### src/rtl/thmn_bank.sv
// thmn_bank: bank of NCH weighted THmn NCL threshold gates with hysteresis,
// registered completion detection (all DATA / all NULL) and a DATA-wavefront counter.
// Ports:
//   clk_i        clock, all state changes on the rising edge
//   rst_i        synchronous active-high reset (loads RST_VAL, clears counter)
//   en_i         evaluate enable; 0 freezes all state
//   x_i          gate inputs, channel c uses x_i[c*N +: N]
//   y_o          registered gate outputs
//   hold_o       combinational, channel neither sets nor clears this cycle
//   all_data_o   registered &y
//   all_null_o   registered ~|y
//   wave_cnt_o   wrapping count of all_data rising edges
module thmn_bank #(
    parameter int               N       = 4,
    parameter int               M       = 3,
    parameter int               NCH     = 1,
    parameter logic [23:0]      WT      = {8{3'd1}},
    parameter logic [NCH-1:0]   RST_VAL = '0,
    parameter int               CNT_W   = 8
) (
    input  logic                 clk_i,
    input  logic                 rst_i,
    input  logic                 en_i,
    input  logic [NCH*N-1:0]     x_i,
    output logic [NCH-1:0]       y_o,
    output logic [NCH-1:0]       hold_o,
    output logic                 all_data_o,
    output logic                 all_null_o,
    output logic [CNT_W-1:0]     wave_cnt_o
);
    localparam int SW = $clog2(7 * N + 1);

    function automatic int wsum();
        int s = 0;
        for (int i = 0; i < N; i++) s += int'(WT[3*i +: 3]);
        return s;
    endfunction

    function automatic bit wzero();
        bit z = 1'b0;
        for (int i = 0; i < N; i++) z |= (WT[3*i +: 3] == 3'd0);
        return z;
    endfunction

    if (M < 1 || M > wsum() || wzero()) begin : g_chk
        $fatal(1, "thmn_bank: M out of range or zero weight");
    end

    localparam logic [SW-1:0] MT = SW'(M);

    logic [NCH-1:0]   y_q, y_d;
    logic             ad_q, an_q;
    logic [CNT_W-1:0] cnt_q, cnt_d;
    logic [SW-1:0]    s;
    logic             st, cl;

    always_comb begin
        y_d    = y_q;
        hold_o = '0;
        s      = '0;
        st     = 1'b0;
        cl     = 1'b0;
        for (int c = 0; c < NCH; c++) begin
            s = '0;
            for (int i = 0; i < N; i++) s = s + (x_i[c*N+i] ? SW'(WT[3*i +: 3]) : '0);
            st        = s >= MT;
            cl        = x_i[c*N +: N] == '0;
            hold_o[c] = !st && !cl;
            y_d[c]    = st ? 1'b1 : cl ? 1'b0 : y_q[c];
        end
        // ad_q doubles as the previous-cycle all_data used for edge detection
        cnt_d = (&y_d && !ad_q) ? cnt_q + CNT_W'(1) : cnt_q;
    end

    always_ff @(posedge clk_i) begin
        if (rst_i) begin
            y_q   <= RST_VAL;
            ad_q  <= &RST_VAL;
            an_q  <= ~|RST_VAL;
            cnt_q <= '0;
        end else if (en_i) begin
            y_q   <= y_d;
            ad_q  <= &y_d;
            an_q  <= ~|y_d;
            cnt_q <= cnt_d;
        end
    end

    assign y_o        = y_q;
    assign all_data_o = ad_q;
    assign all_null_o = an_q;
    assign wave_cnt_o = cnt_q;
endmodule

### config.mk
export PLATFORM = sky130hd
export DESIGN_NAME = thmn_bank
export DESIGN_NICKNAME = d
export VERILOG_FILES = /design/src/rtl/thmn_bank.sv
export SDC_FILE = /design/constraint.sdc
export NUM_CORES = 1
export LEC_CHECK = 0
export ABC_AREA = 1
export CELL_PAD_IN_SITES_DETAIL_PLACEMENT = 0
export CELL_PAD_IN_SITES_GLOBAL_PLACEMENT = 1
export CORE_MARGIN = 2
export CORE_UTILIZATION = 28
export CTS_CLUSTER_DIAMETER = 200
export DETAILED_ROUTE_END_ITERATION = 16
export MAX_ROUTING_LAYER = met4
export PLACE_DENSITY = 0.83
export SKIP_LAST_GASP = 1
export SYNTH_ARGS = -nofsm -noshare
export SYNTH_HDL_FRONTEND = slang
export SYNTH_SLANG_ARGS = --single-unit
### constraint.sdc
create_clock -name clk_i -period 2.1 [get_ports clk_i]
set_input_delay 0.42 -clock clk_i [delete_from_list [all_inputs] [get_ports clk_i]]
set_output_delay 0.42 -clock clk_i [all_outputs]
set_load 0.005 [all_outputs]
# After elaboration in Yosys (flattened, before gate mapping)
# Index checks and enable logic that the tools add are counted.
# classes
n_shift	0
bitwise_logic	0
addsub	4
n_mux	6
n_eq_ne	0
multipliers	0
order_cmp	1
reduce_logical	8
div_mod_pow	0
# op_table
op	n
adder 8 x 1 -> 8 bit, second input constant	1
2-to-1 mux 1 bit	6
adder 3 x 1 -> 4 bit	1
>= comparator 4 x 2 -> 1 bit, second input constant	1
zero test 1 bit	4
zero test 4 bit	1
adder 2 x 1 -> 3 bit	1
adder 1 x 1 -> 2 bit	1
logical AND 1 bit	2
AND reduction 2 bit	1
# totals
register_bits	10
ramBits	0
latch_bits	0
n_memories	0
rom_bits	0
inputBits	7
out_inout_bits	12
wordCells	22

# Longest topological paths before layout
# Gate-level depths: netlist of the first run.
# logic_depth
word_depth	8
mapped_depth	12
mapped_depth_nobuf	12

# Worst setup path before layout of the first run
# Ideal clock, no wire load.
# synth_timing
path_type	input to output
from	in x_i[0]
to	out hold_o
stages	8
t_required_ns	1.680
setup_slack_ns	-0.164
arrival_ns	1.844
n_path_buf	0
path_cell_list	inv_1 -> fa_1 -> inv_1 -> ha_1 -> ha_1 -> nand2_1 -> nand2_2 -> a31oi_1
# synth_between
elab_chain_len	7
word_cells_on_any_way	9
classes_between	3 x add/sub; 1 x order compare; 1 x mux; 4 x reduce/logical
# synth_lines
item	line	source
start, declared	24	input logic [NCH*N-1:0] x_i,
2-to-1 mux 1 bit	65	for (int i = 0; i < N; i++) s = s + (x_i[c*N+i] ? SW'(WT[3*i +: 3]) : '0);
adder 1 x 1 -> 2 bit	65	
adder 2 x 1 -> 3 bit	65	
adder 3 x 1 -> 4 bit	65	
>= comparator 4 x 2 -> 1 bit	66	st = s >= MT;
zero test 1 bit	68	hold_o[c] = !st && !cl;
logical AND 1 bit *	68	
end, declared	26	output logic [NCH-1:0] hold_o,
# Every way passes the cells marked *; elsewhere a longest branch is shown, timed or not.

# Worst setup path after layout of the first run
# layout_timing
from	in x_i[3]
to	out hold_o
# layout_between
elab_chain_len	5
word_cells_on_any_way	7
classes_between	1 x add/sub; 1 x order compare; 1 x mux; 4 x reduce/logical
# layout_lines
item	line
2-to-1 mux 1 bit	65
adder 3 x 1 -> 4 bit	65
>= comparator 4 x 2 -> 1 bit	66
zero test 1 bit	68
logical AND 1 bit *	68
# Marked as above.

==> out/results.txt, run 1 <==
outcome - complete, but fails checks
violated checks - negative setup slack
Worst Hold Class - register to register
Core Region - 2150 sq um
element type at the critical path end - output pin
via count - 617
final hold violation count - 0
Yosys warnings - 0
Top Layer Used - met4
overall global routing resource usage - 12.3%
met2 WL post-DR - 711 um
Static Leak - 0.432 nW
die height - 51.2 um
width of the die - 51.2 um
WL/cell - 9.60 um
share of the synthesized area in the top cell type - 32.1%
Total Nets Final - 130
placed instance area - 931 sq um
total gr overflow - 0
clock slew at reported path FFs - 70 ps
clk buf depth - 2
vias per cell - 4.28
crit path DAT - 1920 ps
vias in the first global route - 595
final instance area - 985 sq um
DIE AREA - 2620 sq um
Synth cell types - 21
GP Congestion - 0.713
drt pass-1 iters - 4
CTS sink cnt - 10
post-route ant nets - 0
PD cells - 517 nW/um^2
Synth Register Bits - 10
Synth-to-Final Area Change - 58.0%
syn nets - 100
setup violators final - 1
WP data required - 1680 ps
fin crit share - 111%
# hold bufs at CTS - 0
Synth Cell Area - 623 sq um
H-tree levels - 1
final slew viol count - 0
Initial Util - 29.0%
first-pass GRT wire length - 2350 um
hold_ws - 483 ps
slew margin rel. - 82.9%
met3 wire length - 33 um
Min Clock Period, post-route - 2340 ps
Max IR drop VDD - 223 uV
Metal-1 WL - 603 um
CTS tree - yes
Root Driver - clkbuf_4
synth top area cells - dfxtp_1, nand2_1, inv_1, ha_1, nor2_2
unrepaired setup endpoints after global routing - true
skew final - 1.78 ps
CP Max Fanout - 2
initial antenna violation count - 0
max_cap viols - 0
IO buf count - 18
Worst Tran Pin Value - 254 ps
post-synth top area cell - dfxtp_1
share of cells above drive strength 1 - 35.3%
critical path type - input pin to output pin
final core occ - 45.8%
Seq/Total Area, Yosys - 32.1%
Syn Area/Cell - 7.08 sq um
I/O Pins - 19
TritonCTS buffer count - 3
FP Rows - 17
ant diodes - 0
final setup margin - -235 ps
Iter 0 DRT Violations - 5
DRC Markers - 0
Mapped Cells - 88
startpoint types - input pin
post-DP HPWL - 1120 um
final WL - 1380 um
total of fill cells in the finished design - 229
largest net degree at the start of global routing - 10
FMAX - 428 MHz
worst skew pair latency - 270 ps
worst max-delay path: stages:
cell	delay (ps)
buf_8	90
inv_12	30
fa_1	520
inv_1	50
ha_2	190
ha_4	220
nand2_4	70
nand2_4	60
a31oi_4	140
buf_2	130
per-layer routing:
metal,GRT usage (%),vias to the layer above
met4,6.76,0
met2,22.1,11
met5,-,-
met3,1.75,4
met1,12.9,276
li1,-,326
path summary, 6_finish.rpt:
check	endpoint	startpoint	cells after the start	slack [ps]
setup / recovery	hold_o	x_i[3]	10	-240
hold / removal	all_null_o	all_null_o	2	480
setup reg to reg	wave_cnt_o[6]	wave_cnt_o[1]	8	860
hold reg to reg	all_null_o	all_null_o	2	480
power by group:
group | internal (mW) | switching (mW)
Clock | 0.0663 | 0.0681
Combinational | 0.0865 | 0.0809
Sequential | 0.198 | 0.00881
Total | 0.351 | 0.158
synth_stat cells:
master and count:
a21oi_1 5, a21oi_4 1, a31oi_1 1, buf_4 1, clkinv_1 1, dfxtp_1 10
fa_1 1, ha_1 4, inv_1 16, inv_2 3, nand2_1 18, nand2_2 3
nand2_4 1, nand3_1 5, nand3_2 1, nand4_1 1, nor2_1 7, nor2_2 5
nor2_4 1, nor3_1 1, o21ai_0 2
cell families (layout without fill, tap and decap cells):
| group | count (synthesis) | in the layout | share of synthesized area (%) |
|---|---|---|---|
| simple gates | 43 | 43 | 34.1 |
| buf+inv | 21 | 49 | 13.3 |
| flops | 10 | 10 | 32.1 |
| fa+ha+maj | 5 | 5 | 11.2 |
| compound gates | 9 | 9 | 9.24 |
flip-flops by register name (all words and copies together) (netlist names):
signal,flops
wave_cnt_o,8
all_data_o,1
all_null_o,1
stage by stage:
step	worst slack (ps)	total power, mW	TNS [ps]	std cells
floorplan	-17.0	0.305	-17.0	88
global placement	-1150	0.372	-7690	139
detailed placement	-1210	0.380	-8290	139
CTS	-254	0.512	-254	144
global route	-288	0.535	-450	144
finish	-235	0.509	-235	144
layout make-up:
cell class | instances | area, sq um | area share [%]
sequential | 10 | 200 | 20.3
multi-input combinational | 57 | 409 | 41.6
tap | 28 | 35.0 | 3.56
timing repair buffer | 26 | 230 | 23.4
clock buffer | 3 | 22.5 | 2.29
inverter | 20 | 87.6 | 8.89
what timing repair did:
action,in CTS,in global routing
endpoints found under the setup margin,11,6
gates cloned,0,0
buffers inserted,3,1
gates resized for setup,20,6
pin swaps,7,4
cells in the final DEF (no fill, tap or decap), types with 3 or more instances in the layout:
master / netlist / final
nand2_1: 18 / 16
clkdlybuf4s50_1: 0 / 14
inv_1: 16 / 13
dfxtp_1: 10 / 10
buf_4: 1 / 8
nor2_1: 7 / 7
inv_2: 3 / 5
a21oi_1: 5 / 4
nand2_4: 1 / 3
nand2_2: 3 / 3
nor2_4: 1 / 3
nor2_2: 5 / 3
nand3_2: 1 / 3
nand3_1: 5 / 3
clkbuf_4: 0 / 3
buf_2: 0 / 3
No activity file was read; power rests on OpenSTA's default activity.
==> inputs of run 2 (changes only) <==
CAP_MARGIN = 20   (was default)
==> results of run 2 <==
Same layout as run 1: the final DEF is identical, and so are final timing and power.
==> inputs of run 3 (changes only) <==
SETUP_SLACK_MARGIN = 0.4   (was default)
==> out/results.txt, run 3 (synthesis results as in run 1) <==
via count - 630 (was 617)
fin crit share - 110% (was 111%)
met1 usage - 15.1% (was 12.9%)
Pwr Total - 0.621 mW (was 0.509 mW)
# hold bufs at CTS - 0 (unchanged)
placed instance area - 936 sq um (was 931 sq um)
I/O Pins - 19 (unchanged)
met2 Usage GRT - 21.4% (was 22.1%)
Worst Hold Class - register to register (unchanged)
violated checks - negative setup slack (unchanged)
DRC Markers - 0 (unchanged)
vias per cell - 4.17 (was 4.28)
hold_ws - 485 ps (was 483 ps)
TritonCTS buffer count - 3 (unchanged)
total of fill cells in the finished design - 208 (was 229)
Reg2Reg Setup Slack - 870 ps (was 860 ps)
critical path type - input pin to output pin (unchanged)
H-tree levels - 1 (unchanged)
first-pass GRT wire length - 2460 um (was 2350 um)
slew margin rel. - 81.0% (was 82.9%)
Total Nets Final - 136 (was 130)
Hold Crit Depth - 2 (unchanged)
FF/Latch Area - 200 sq um (unchanged)
global routing usage on met3 - 1.75% (unchanged)
overall global routing resource usage - 13.1% (was 12.3%)
clk buf depth - 2 (unchanged)
WL/cell - 9.92 um (was 9.60 um)
max FFs per register - 8 (unchanged)
area of the multi-input gates - 428 sq um (was 409 sq um)
Crit path buffers/inverters - 4 (unchanged)
final setup margin - -202 ps (was -235 ps)
IO buf count - 18 (unchanged)
setup violators final - 10 (was 1)
commonest non-fill, non-tap cell in the layout - nand2_1 (unchanged)
placed cells - 139 (unchanged)
final hold violation count - 0 (unchanged)
most frequent cells in the layout - nand2_1, clkdlybuf4s50_1, inv_1 (unchanged)
Worst Tran Pin Value - 283 ps (was 254 ps)
Iter 0 DRT Violations - 5 (unchanged)
CTS tree - yes (unchanged)
die height - 51.2 um (unchanged)
reg2reg end - wave_cnt_o[6] (unchanged)
Synth-to-Final Area Change - 74.5% (was 58.0%)
Max IR drop VDD - 304 uV (was 223 uV)
WHS Endpoint - all_null_o (unchanged)
startpoint types - input pin (unchanged)
vias in the first global route - 595 (unchanged)
CTS sink cnt - 10 (unchanged)
WP data required - 1680 ps (about the same)
FP Rows - 17 (unchanged)
Core Region - 2150 sq um (unchanged)
unrepaired setup endpoints after global routing - true (unchanged)
skew final - 2.65 ps (was 1.78 ps)
Hold Path Origin - all_null_o (unchanged)
final core occ - 50.6% (was 45.8%)
GRT Max-Usage Layer - met2 (unchanged)
FMAX - 434 MHz (was 428 MHz)
final WL - 1500 um (was 1380 um)
setup TNS - -1150 ps (was -235 ps)
worst skew pair latency - 260 ps (was 270 ps)
Min Clock Period, post-route - 2300 ps (was 2340 ps)
CP Max Fanout - 2 (unchanged)
outcome - complete, but fails checks (unchanged)
most used cell, CP - nand2_4 (unchanged)
Final Non-Filler Cells - 151 (was 144)
RR Startpoint - wave_cnt_o[1] (unchanged)
final instance area - 1090 sq um (was 985 sq um)
crit path DAT - 1880 ps (was 1920 ps)
drt pass-1 iters - 3 (was 4)
slowest stage delay, CP - 530 ps (was 520 ps)
clock slew at reported path FFs - 70 ps (about the same)
total gr overflow - 0 (unchanged)
initial antenna violation count - 0 (unchanged)
ant diodes - 0 (unchanged)
share of cells above drive strength 1 - 41.5% (was 35.3%)
Initial Util - 29.0% (unchanged)
DIE AREA - 2620 sq um (unchanged)
PD cells - 571 nW/um^2 (was 517 nW/um^2)
final slew viol count - 0 (unchanged)
largest net degree at the start of global routing - 10 (unchanged)
element type at the critical path end - output pin (unchanged)
critical path's top delay family - adder cells (unchanged)
Reg2Reg Depth - 8 (unchanged)
pre-CTS setup slack - -1200 ps (was -1210 ps)
Slowest cell on crit path - fa_1 (unchanged)
post-DP HPWL - 1000 um (was 1120 um)
post-route ant nets - 0 (unchanged)
worst path cell trace - buf_8, inv_12, fa_1, inv_1, ha_2, ha_4, nand2_4, nand2_4, a31oi_4, buf_2 (unchanged)
max_cap viols - 0 (unchanged)
Static Leak - 0.476 nW (was 0.432 nW)
width of the die - 51.2 um (unchanged)
GP Congestion - 0.668 (was 0.713)
Root Driver - clkbuf_4 (unchanged)
## run 3: cell type report
class                   instances  share of cell area (%)
clock buffers                   4                    3.34
well taps                      28                    3.22
inverters                      20                    8.06
multi-input cells              57                    39.4
repair buffers                 32                    27.6
flip-flops and latches         10                    18.4
## run 3: how the worst max path moves through the flow
stage	depth (start not counted)	start	slack (ps)	to
after global placement	10	x_i[3]	-1150	hold_o
after CTS	10	x_i[1]	-210	hold_o
final	10	x_i[3]	-200	hold_o
after floorplan	8	x_i[3]	-20	hold_o
after global routing	14	x_i[3]	-260	wave_cnt_o[7]
after detailed placement	10	x_i[3]	-1200	hold_o
## run 3: power by group
part,switching [mW],internal [mW]
Combinational,0.103,0.134
Clock,0.0707,0.105
Sequential,0.00909,0.198
## run 3: routing by layer
metal	routed length, um	share of wire (%)
met5	0	0
met4	9	0.60
met3	59	3.9
met2	753	50
met1	675	45
## run 3: timing repair
action / CTS / global route
buffers inserted: 4 / 4
setup endpoints to repair: 11 / 11
pin swaps: 13 / 10
resized for setup: 26 / 10
## run 3: tightest hold or removal path, cell delays in order, from the launching register on
cell	delay [ps]
dfxtp_1	340
nand2_1	60
nand3_1	70
